===== src/rtl/led_scan_driver.sv =====
// led_scan_driver
//   Time-multiplexed driver for a bank of NUM_DIGITS common-select 7-segment
//   digits. Each digit shows a hex nibble plus a decimal point. Each digit slot
//   lasts CLK_DIV cycles. The first BLANK_CYCLES of a slot deselect every digit
//   to suppress ghosting. New data is staged in a pending buffer and moves to
//   the active buffer only at the end of a full scan, so a frame never tears.
//
// Ports
//   i_clk        clock
//   i_rst_n      synchronous active-low reset
//   i_data       hex nibble per digit, digit k = i_data[4k+3:4k]
//   i_dp         decimal point per digit, 1 = lit
//   i_en_mask    1 = digit displayed, 0 = digit kept dark (slot time kept)
//   i_load       capture i_data/i_dp/i_en_mask into the pending buffer
//   o_seg        {dp,g,f,e,d,c,b,a}, polarity set by SEG_ACT_LOW
//   o_dig_sel    one-hot digit select, polarity set by DIG_ACT_LOW
//   o_frame_done 1-cycle pulse on the last cycle of each full scan
module led_scan_driver #(
    parameter int unsigned NUM_DIGITS   = 8,
    parameter int unsigned CLK_DIV      = 50000,
    parameter int unsigned BLANK_CYCLES = 500,
    parameter bit          SEG_ACT_LOW  = 1'b1,
    parameter bit          DIG_ACT_LOW  = 1'b1
) (
    input  logic                    i_clk,
    input  logic                    i_rst_n,
    input  logic [NUM_DIGITS*4-1:0] i_data,
    input  logic [NUM_DIGITS-1:0]   i_dp,
    input  logic [NUM_DIGITS-1:0]   i_en_mask,
    input  logic                    i_load,
    output logic [7:0]              o_seg,
    output logic [NUM_DIGITS-1:0]   o_dig_sel,
    output logic                    o_frame_done
);

    localparam int unsigned CNT_W = (CLK_DIV > 1) ? $clog2(CLK_DIV) : 1;
    localparam int unsigned IDX_W = (NUM_DIGITS > 1) ? $clog2(NUM_DIGITS) : 1;

    localparam logic [CNT_W-1:0]      CNT_LAST  = CNT_W'(CLK_DIV - 1);
    localparam logic [IDX_W-1:0]      IDX_LAST  = IDX_W'(NUM_DIGITS - 1);
    localparam logic [CNT_W-1:0]      BLANK_END = CNT_W'(BLANK_CYCLES);
    localparam logic [7:0]            SEG_OFF   = {8{SEG_ACT_LOW}};
    localparam logic [NUM_DIGITS-1:0] DIG_OFF   = {NUM_DIGITS{DIG_ACT_LOW}};

    typedef enum logic {
        PH_BLANK,
        PH_DRIVE
    } phase_t;

    // A slot begins in DRIVE when there is no blanking guard.
    localparam phase_t PH_RESET = (BLANK_CYCLES != 0) ? PH_BLANK : PH_DRIVE;

    function automatic logic [6:0] hex_to_seg(input logic [3:0] nib);
        logic [6:0] seg;
        case (nib)
            4'h0: seg = 7'h3F;
            4'h1: seg = 7'h06;
            4'h2: seg = 7'h5B;
            4'h3: seg = 7'h4F;
            4'h4: seg = 7'h66;
            4'h5: seg = 7'h6D;
            4'h6: seg = 7'h7D;
            4'h7: seg = 7'h07;
            4'h8: seg = 7'h7F;
            4'h9: seg = 7'h6F;
            4'hA: seg = 7'h77;
            4'hB: seg = 7'h7C;
            4'hC: seg = 7'h39;
            4'hD: seg = 7'h5E;
            4'hE: seg = 7'h79;
            default: seg = 7'h71;
        endcase
        return seg;
    endfunction

    logic [CNT_W-1:0]        cnt_q, cnt_d;
    logic [IDX_W-1:0]        idx_q, idx_d;
    phase_t                  phase_q, phase_d;
    logic [NUM_DIGITS*4-1:0] pend_data_q, pend_data_d;
    logic [NUM_DIGITS-1:0]   pend_dp_q, pend_dp_d;
    logic [NUM_DIGITS-1:0]   pend_mask_q, pend_mask_d;
    logic                    pend_valid_q, pend_valid_d;
    logic [NUM_DIGITS*4-1:0] act_data_q, act_data_d;
    logic [NUM_DIGITS-1:0]   act_dp_q, act_dp_d;
    logic [NUM_DIGITS-1:0]   act_mask_q, act_mask_d;
    logic [7:0]              seg_q, seg_d;
    logic [NUM_DIGITS-1:0]   dig_q, dig_d;
    logic                    frame_done_q, frame_done_d;

    logic                    frame_end;
    logic [3:0]              cur_nib;
    logic                    cur_dp;
    logic                    cur_en;
    logic [NUM_DIGITS-1:0]   cur_onehot;

    always_ff @(posedge i_clk) begin
        if (!i_rst_n) begin
            cnt_q        <= '0;
            idx_q        <= '0;
            phase_q      <= PH_RESET;
            pend_data_q  <= '0;
            pend_dp_q    <= '0;
            pend_mask_q  <= '0;
            pend_valid_q <= 1'b0;
            act_data_q   <= '0;
            act_dp_q     <= '0;
            act_mask_q   <= '0;
            seg_q        <= SEG_OFF;
            dig_q        <= DIG_OFF;
            frame_done_q <= 1'b0;
        end else begin
            cnt_q        <= cnt_d;
            idx_q        <= idx_d;
            phase_q      <= phase_d;
            pend_data_q  <= pend_data_d;
            pend_dp_q    <= pend_dp_d;
            pend_mask_q  <= pend_mask_d;
            pend_valid_q <= pend_valid_d;
            act_data_q   <= act_data_d;
            act_dp_q     <= act_dp_d;
            act_mask_q   <= act_mask_d;
            seg_q        <= seg_d;
            dig_q        <= dig_d;
            frame_done_q <= frame_done_d;
        end
    end

    // Output registers are loaded from the next-state counters and buffers,
    // so the pins line up with cnt/idx in the same cycle with no lag.
    always_comb begin
        cnt_d        = cnt_q + 1'b1;
        idx_d        = idx_q;
        phase_d      = phase_q;
        pend_data_d  = pend_data_q;
        pend_dp_d    = pend_dp_q;
        pend_mask_d  = pend_mask_q;
        pend_valid_d = pend_valid_q;
        act_data_d   = act_data_q;
        act_dp_d     = act_dp_q;
        act_mask_d   = act_mask_q;
        cur_nib      = 4'h0;
        cur_dp       = 1'b0;
        cur_en       = 1'b0;
        cur_onehot   = '0;

        frame_end = (cnt_q == CNT_LAST) && (idx_q == IDX_LAST);

        if (cnt_q == CNT_LAST) begin
            cnt_d = '0;
            idx_d = (idx_q == IDX_LAST) ? '0 : idx_q + 1'b1;
        end

        // A load on the frame-end cycle goes straight to the active buffer.
        if (i_load) begin
            if (frame_end) begin
                act_data_d   = i_data;
                act_dp_d     = i_dp;
                act_mask_d   = i_en_mask;
                pend_valid_d = 1'b0;
            end else begin
                pend_data_d  = i_data;
                pend_dp_d    = i_dp;
                pend_mask_d  = i_en_mask;
                pend_valid_d = 1'b1;
            end
        end else if (frame_end && pend_valid_q) begin
            act_data_d   = pend_data_q;
            act_dp_d     = pend_dp_q;
            act_mask_d   = pend_mask_q;
            pend_valid_d = 1'b0;
        end

        case (phase_q)
            PH_BLANK: if (cnt_d == BLANK_END) phase_d = PH_DRIVE;
            PH_DRIVE: if ((cnt_d == '0) && (BLANK_CYCLES != 0)) phase_d = PH_BLANK;
            default:  phase_d = PH_RESET;
        endcase

        for (int unsigned k = 0; k < NUM_DIGITS; k++) begin
            if (idx_d == IDX_W'(k)) begin
                cur_nib       = act_data_d[4*k +: 4];
                cur_dp        = act_dp_d[k];
                cur_en        = act_mask_d[k];
                cur_onehot[k] = 1'b1;
            end
        end

        seg_d = SEG_OFF;
        dig_d = DIG_OFF;
        if (phase_d == PH_DRIVE) begin
            seg_d = {cur_dp, hex_to_seg(cur_nib)} ^ SEG_OFF;
            if (cur_en) begin
                dig_d = cur_onehot ^ DIG_OFF;
            end
        end

        frame_done_d = (cnt_d == CNT_LAST) && (idx_d == IDX_LAST);
    end

    assign o_seg        = seg_q;
    assign o_dig_sel    = dig_q;
    assign o_frame_done = frame_done_q;

endmodule


===== config.mk =====
export PLATFORM = sky130hd
export DESIGN_NAME = led_scan_driver
export DESIGN_NICKNAME = d
export VERILOG_FILES = /design/src/rtl/led_scan_driver.sv
export SDC_FILE = /design/constraint.sdc
export NUM_CORES = 1
export LEC_CHECK = 0
export CORE_UTILIZATION = 55
export DETAILED_ROUTE_END_ITERATION = 10
export GPL_TIMING_DRIVEN = 0
export HOLD_SLACK_MARGIN = 0.03
export MAX_ROUTING_LAYER = met4
export PLACE_DENSITY = 0.77
export SLEW_MARGIN = 5
export SYNTH_ARGS = -nofsm -noshare
export SYNTH_HDL_FRONTEND = slang
export SYNTH_SLANG_ARGS = --single-unit
export TNS_END_PERCENT = 1

===== constraint.sdc =====
create_clock -name i_clk -period 6.7 [get_ports i_clk]
set_input_delay 0.67 -clock i_clk [delete_from_list [all_inputs] [get_ports i_clk]]
set_output_delay 0.67 -clock i_clk [all_outputs]
set_load 0.05 [all_outputs]

==> impl_metrics.yaml, run 1 <==
clock_tree:
  cts_root_buf: "clkbuf_16"
  cts_sinks: 134
  cts_hold_buf: 0
  cts_buffer_depth: 2
  cts-resized-gates: 0
  post_cts_buffers: 0
  cts_tree: "done"
  htreeDepth: 4
  insertion_delay_ns: 0.42
  clk_pin_slew_ns: 0.06
  cts_made_buffers: 17
drt:
  drt_iter0_markers: 844
  routedWlPerCell_um: 19.1
  drc_errors: 0
  drtPass1Iterations: 6
  antenna_left: 0
  vias: 6904
  via_per_inst: 6.17
  wirelength_mm: 21.4
timing:
  timing.fmax_mhz: 190
  slew_viol_final: 0
  hold_violations: 0
  fin_crit_ns: 5.26
  holdWs_ns: 0.452
  clock-skew-final_ns: 0.00467
  setup_viol: 0
  tightest_slew_ns: 1.05
  finalSetupTns_ns: 0
  relSlewSlack: 0.278
  fin_crit_sh: 0.786
  rsz0062_at_grt: "false"
yosys:
  synth_area_leader_cell: "dfxtp_1"
  synth_common_cells: "nand2_1, dfxtp_1, nor2_1"
  synth_top_area_frac: 0.395
  syn-num-nets: 935
  synth-seq-area-share: 0.395
  yosysWarnings: 0
  synth_edf_count: 0
  synth_area_leaders: "dfxtp_1, nand2_1, a21oi_1"
  synth_most_common_cell: "nand2_1"
  synth-main-ff-cell: "dfxtp_1"
  syn_inst: 874
  synthDistinctLibCells: 74
  syn-mean-instance-area_um2: 7.77
  ys_ff_latch: 134
  ys_async_sr_fraction: 0
  synth_area_um2: 6790
global_route:
  antenna_found_initial: 1
  grt_overflow: 0
  grt.total_usage: 0.355
  grt_max_degree: 17
  grt_pass1_vias: 6224
  grt_pass1_wl_mm: 33.3
critical_path:
  crit_buf_inv: 4
  worstPathRequired_ns: 7.01
  r2r_start: "cnt_q[5]"
  slowest_stage: "mux2i_1"
  critPathLaunchType: "register"
  worstSetupPathType: "register to register"
  cpLargestDelayFamily: "compound AO/OA/AOI/OAI gates"
  critical_path.cell_chain: "clkbuf_1 -> or4_4 -> nor4_2 -> buf_6 -> mux2i_1 -> clkbuf_1 -> a211oi_1 -> a211oi_1 -> inv_1 -> ha_1 -> mux2_2 -> a211o_1"
  max_stage_delay_ns: 0.88
  rr_worst_depth: 12
  r2r_slack_ns: 1.44
  rr_endpoint: "o_seg[3]"
  end_kind: "register"
  crit_fanout: 10
  cp.arrival_ns: 5.57
min_path:
  min_path_type: "register to register"
  min_path_cells: 2
  min_to: "pend_data_q[28]"
  worstHoldStart: "pend_data_q[28]"
floorplanning:
  design.die.area_um2: 12800
  io_pins: 68
  die_w_um: 113
  coreArea_um2: 12000
  start_util: 0.565
  row_count: 40
  die_y_um: 113
place:
  place_congestion: 0.981
  port_buffers: 65
  dp_hpwl_mm: 15.0
  dp_cells: 1086
pwr:
  p_leak_nw: 2.98
  p_per_area_nw_per_um2: 223
  finalPower_w: 0.00182
  ir_drop_mv: 0.164
finish:
  final_cell_count_no_fill: 1119
  nNetsFinal: 1019
  drive_gt1_frac: 0.0669
  postLayoutCoreUtil: 0.680
  fillers: 1052
  area_growth_pct: 20.3
status:
  status: "completed"
job:
  drv_cap: 0
-- cells in the final DEF, fill, tap and decap left out, types with 5 or more instances in the layout --
cell | Yosys | routed
nand2_1 | 137 | 137
a31oi_1 | 12 | 12
nor2_1 | 92 | 92
nand3_1 | 29 | 29
nand2b_1 | 19 | 19
xor2_1 | 6 | 6
nor3b_1 | 8 | 8
dfxtp_1 | 134 | 134
or3_1 | 7 | 7
o21ai_0 | 21 | 21
clkdlybuf4s50_1 | 0 | 65
and3_1 | 9 | 9
xnor2_1 | 10 | 10
o22ai_1 | 14 | 14
nor2b_1 | 5 | 5
a21oi_1 | 89 | 89
o211a_1 | 5 | 5
nor3_1 | 22 | 22
clkinv_2 | 0 | 7
a211oi_1 | 22 | 22
clkbuf_16 | 0 | 17
nand4_1 | 9 | 9
mux2i_1 | 5 | 5
ha_1 | 10 | 10
buf_2 | 11 | 11
inv_1 | 15 | 15
clkbuf_1 | 49 | 52
and2_1 | 18 | 18
nand4b_1 | 5 | 5
and2_0 | 10 | 10
nor4_1 | 15 | 15
-- per-layer routing --
layer / vias to the layer above / global-route usage / wire [um]
met5: - / - / 0
met4: 0 / 0.150 / 814
met3: 73 / 0.0959 / 2340
met2: 383 / 0.524 / 9370
met1: 3194 / 0.456 / 8900
li1: 3254 / - / -
-- where the power goes --
part | internal [W] | leakage (nW) | switching [W] | total (W)
clock | 0.000524 | 0.269 | 0.000342 | 0.000866
sequential | 0.000815 | 1.09 | 0.0000111 | 0.000826
combinational | 0.0000523 | 1.62 | 0.0000753 | 0.000128
total | 0.00139 | 2.98 | 0.000429 | 0.00182
-- layout make-up --
class | instances | area [um2] | share of cell area
multi-input cells | 656 | 3750 | 0.459
flip-flops and latches | 134 | 2680 | 0.328
repair buffers | 65 | 651 | 0.0796
clock buffers | 22 | 464 | 0.0568
plain buffers | 68 | 299 | 0.0366
well taps | 147 | 184 | 0.0225
clock inverters | 10 | 80.1 | 0.00980
inverters | 16 | 60.1 | 0.00735
diodes | 1 | 2.50 | 0.000306
-- worst max-delay path by stage --
stage / startpoint / end / slack [ns] / depth (start not counted)
finish: cnt_q[5] / o_seg[3] / 1.44 / 12
global route: cnt_q[5] / o_seg[3] / 1.19 / 12
CTS: cnt_q[5] / o_seg[3] / 1.53 / 12
detailed placement: cnt_q[5] / o_seg[3] / 1.57 / 12
global placement: cnt_q[5] / o_seg[3] / 1.59 / 12
floorplan: cnt_q[7] / o_seg[3] / 2.64 / 12
-- registers in the layout, summed over array words and instances (netlist names) --
signal / flops
act_data_q: 32
pend_data_q: 32
cnt_q: 16
act_dp_q: 8
act_mask_q: 8
o_dig_sel: 8
o_seg: 8
pend_dp_q: 8
pend_mask_q: 8
idx_q: 3
o_frame_done: 1
pend_valid_q: 1
phase_q: 1
-- tightest hold or removal path, stage by stage, from the launching register on --
cell and delay [ns]:
dfxtp_1 0.30, nand2_1 0.05, a21oi_1 0.05
-- cells by family after synthesis --
group           after synthesis  synth area share
buf+inv                      84            0.0529
fa+ha+maj                    10            0.0184
mux                          10            0.0160
compound gates              214             0.204
xor+xnor                     16            0.0206
simple gates                406             0.293
flops                       134             0.395
-- per-stage QoR --
step / setup slack (ns) / cell area [um2]
floorplan: 2.64 / 6790
global placement: 1.59 / 7630
detailed placement: 1.57 / 7630
CTS: 1.53 / 8170
global route: 1.19 / 8170
finish: 1.44 / 8170
Note: power is estimated with default switching activity, not from simulation.
==> run 2, diff against run 1 <==
--- a/config.mk
+++ b/config.mk
@@ -5,7 +5,7 @@
 export SDC_FILE = /design/constraint.sdc
 export NUM_CORES = 1
 export LEC_CHECK = 0
-export CORE_UTILIZATION = 55
+export CORE_UTILIZATION = 52
 export DETAILED_ROUTE_END_ITERATION = 10
 export GPL_TIMING_DRIVEN = 0
 export HOLD_SLACK_MARGIN = 0.03
==> constraint.sdc (replaced) <==
create_clock -name i_clk -period 4.3 [get_ports i_clk]
set_input_delay 0.43 -clock i_clk [delete_from_list [all_inputs] [get_ports i_clk]]
set_output_delay 0.43 -clock i_clk [all_outputs]
set_load 0.05 [all_outputs]
==> impl_metrics.yaml, run 2 (synthesis gave the netlist of run 1 again) <==
pwr:
  internal_power_w: 0.00231
  finalPower_w: 0.00301
  clockPowerShare: 0.505
  pwr-share-seq: 0.428
  ir_drop_mv: 0.304
  p_per_area_nw_per_um2: 357
  p_sw_w: 0.000699
  p_leak_nw: 3.08
  switching_share: 0.233
  pwr-share-comb: 0.066
critical_path:
  slowest_stage: "or4b_4"
  r2r_start: "cnt_q[9]"
  critPathLaunchType: "register"
  rr_worst_depth: 13
  crit_buf_inv: 4
  critPathLaunch: "cnt_q[9]"
  worstPathRequired_ns: 4.61
  crit_fanout: 10
  cp-endpoint: "o_seg[3]"
  rr_endpoint: "o_seg[3]"
  cpLargestDelayFamily: "compound AO/OA/AOI/OAI gates"
  critical_path.cell_chain: "buf_2 -> or4b_4 -> nor4_4 -> buf_6 -> buf_2 -> nand2_1 -> o21ai_0 -> a22oi_1 -> a41oi_2 -> inv_1 -> ha_1 -> mux2_2 -> a211o_1"
  worstSetupPathType: "register to register"
  critPathMostFrequentCell: "buf_2"
  cp.arrival_ns: 4.53
  max_stage_delay_ns: 0.54
  r2r_slack_ns: 0.08
  end_kind: "register"
  worst-path-stages: 13
job:
  drv_cap: 0
global_route:
  grt_max_degree: 17
  grt_pass1_vias: 6494
  grt_overflow: 0
  antenna_found_initial: 0
  grt.total_usage: 0.353
  grt_pass1_wl_mm: 34.6
place:
  post-place-ws_ns: -0.969
  dp_hpwl_mm: 15.2
  port_buffers: 65
  placed_area_um2: 7660
  place_congestion: 1.00
timing:
  relSlewSlack: 0.450
  finalSetupTns_ns: 0
  fin_crit_sh: 0.981
  fin_crit_ns: 4.22
  tightest_slew_ns: 0.825
  slew_viol_final: 0
  setup_viol: 0
  timing.fmax_mhz: 237
  clock-skew-final_ns: 0.0105
  hold_violations: 0
  worst_slack_ns: 0.0807
clock_tree:
  cts_buffer_depth: 2
  insertion_delay_ns: 0.43
  cts_made_buffers: 17
  cts_sinks: 134
  clk_pin_slew_ns: 0.06
  htreeDepth: 4
  cts_root_buf: "clkbuf_16"
  cts_tree: "done"
finish:
  area_growth_pct: 24.1
  postLayoutCoreUtil: 0.665
  drive_gt1_frac: 0.0950
  n_antenna_cell: 0
  fillers: 1113
  final_common_cell: "nand2_1"
  nNetsFinal: 1027
  finalInstanceArea_um2: 8430
  reg.largest.list: "act_data_q (32), pend_data_q (32), cnt_q (16)"
  seqCellArea_um2: 2680
  multi_input_area_um2: 3830
  layout_common_cells: "nand2_1, dfxtp_1, nor2_1"
drt:
  drtPass1Iterations: 5
  antenna_left: 0
  drc_errors: 0
  via_per_inst: 6.17
  wirelength_mm: 22.1
  drt_iter0_markers: 919
  routedWlPerCell_um: 19.2
  vias: 7102
floorplanning:
  io_pins: 68
  die_y_um: 116
  die_w_um: 116
  coreArea_um2: 12700
  row_count: 41
  start_util: 0.536
  design.die.area_um2: 13500
status:
  status: "completed"
min_path:
  min_path_type: "register to register"
run 2: changes by cell type in the layout (fill, tap and decap cells not counted), sizes merged:
cell      before  now
clkinvlp       2    3
buf           19   28
clkinv         7    5
clkbuf        71   68
bufinv         1    3
diode          1    0
inv           16   17
run 2: power groups by stage:
stage	combinational (W)	clock, W	sequential (W)
after floorplan	0.0000977	0	0.00131
after global placement	0.000189	0	0.00131
after detailed placement	0.000192	0	0.00131
after CTS	0.000194	0.00152	0.00129
after global routing	0.000214	0.00158	0.00129
final	0.000199	0.00152	0.00129
run 2: worst register-to-register path: stages (launching register included):
cell,delay [ns]
dfxtp_1,0.30
buf_2,0.19
or4b_4,0.54
nor4_4,0.40
buf_6,0.23
buf_2,0.32
nand2_1,0.12
o21ai_0,0.53
a22oi_1,0.21
a41oi_2,0.32
inv_1,0.15
ha_1,0.23
mux2_2,0.27
a211o_1,0.29
run 2: repair_timing:
item | CTS | global route
hold endpoints to repair | 0 | 0
setup endpoints to repair | 7 | 4
buffers inserted | 4 | 5
hold buffers | 0 | 0
pin swaps | 3 | 3
gates resized for setup | 13 | 10
run 2: how the worst min path moves through the flow:
stage | start | endpoint | slack [ns] | cells after the start
2_1_floorplan | pend_data_q[20] | pend_data_q[20] | 0.43 | 2
3_3_place_gp | pend_data_q[4] | pend_data_q[4] | 0.44 | 2
3_5_place_dp | pend_data_q[2] | pend_data_q[2] | 0.45 | 2
4_1_cts | i_rst_n | act_data_q[19] | 0.42 | 3
5_1_grt | pend_data_q[2] | pend_data_q[2] | 0.47 | 2
6_report | pend_data_q[14] | pend_data_q[14] | 0.45 | 2
run 2: area by class of cell:
| type | count | share of cell area |
|---|---|---|
| multi-input cells | 656 | 0.455 |
| clock buffers | 20 | 0.0554 |
| repair buffers | 74 | 0.0852 |
| clock inverters | 12 | 0.0178 |
| plain buffers | 67 | 0.0359 |
| inverters | 16 | 0.00713 |
| flip-flops and latches | 134 | 0.318 |
| well taps | 172 | 0.0255 |
run 2: per-layer routing:
metal,vias up,global-route usage,part of all wire
li1,3276,-,-
met1,3317,0.445,0.41
met2,443,0.543,0.46
met3,66,0.0820,0.10
met4,0,0.149,0.031
met5,-,-,0
run 2: through the flow:
| stage | hold WS (ns) | instances |
|---|---|---|
| 3_5_place_dp | 0.447 | 1111 |
| 5_1_grt | 0.472 | 1151 |
| 4_1_cts | 0.418 | 1147 |
| 2_1_floorplan | 0.431 | 874 |
| 3_3_place_gp | 0.441 | 1111 |
| 6_report | 0.455 | 1151 |
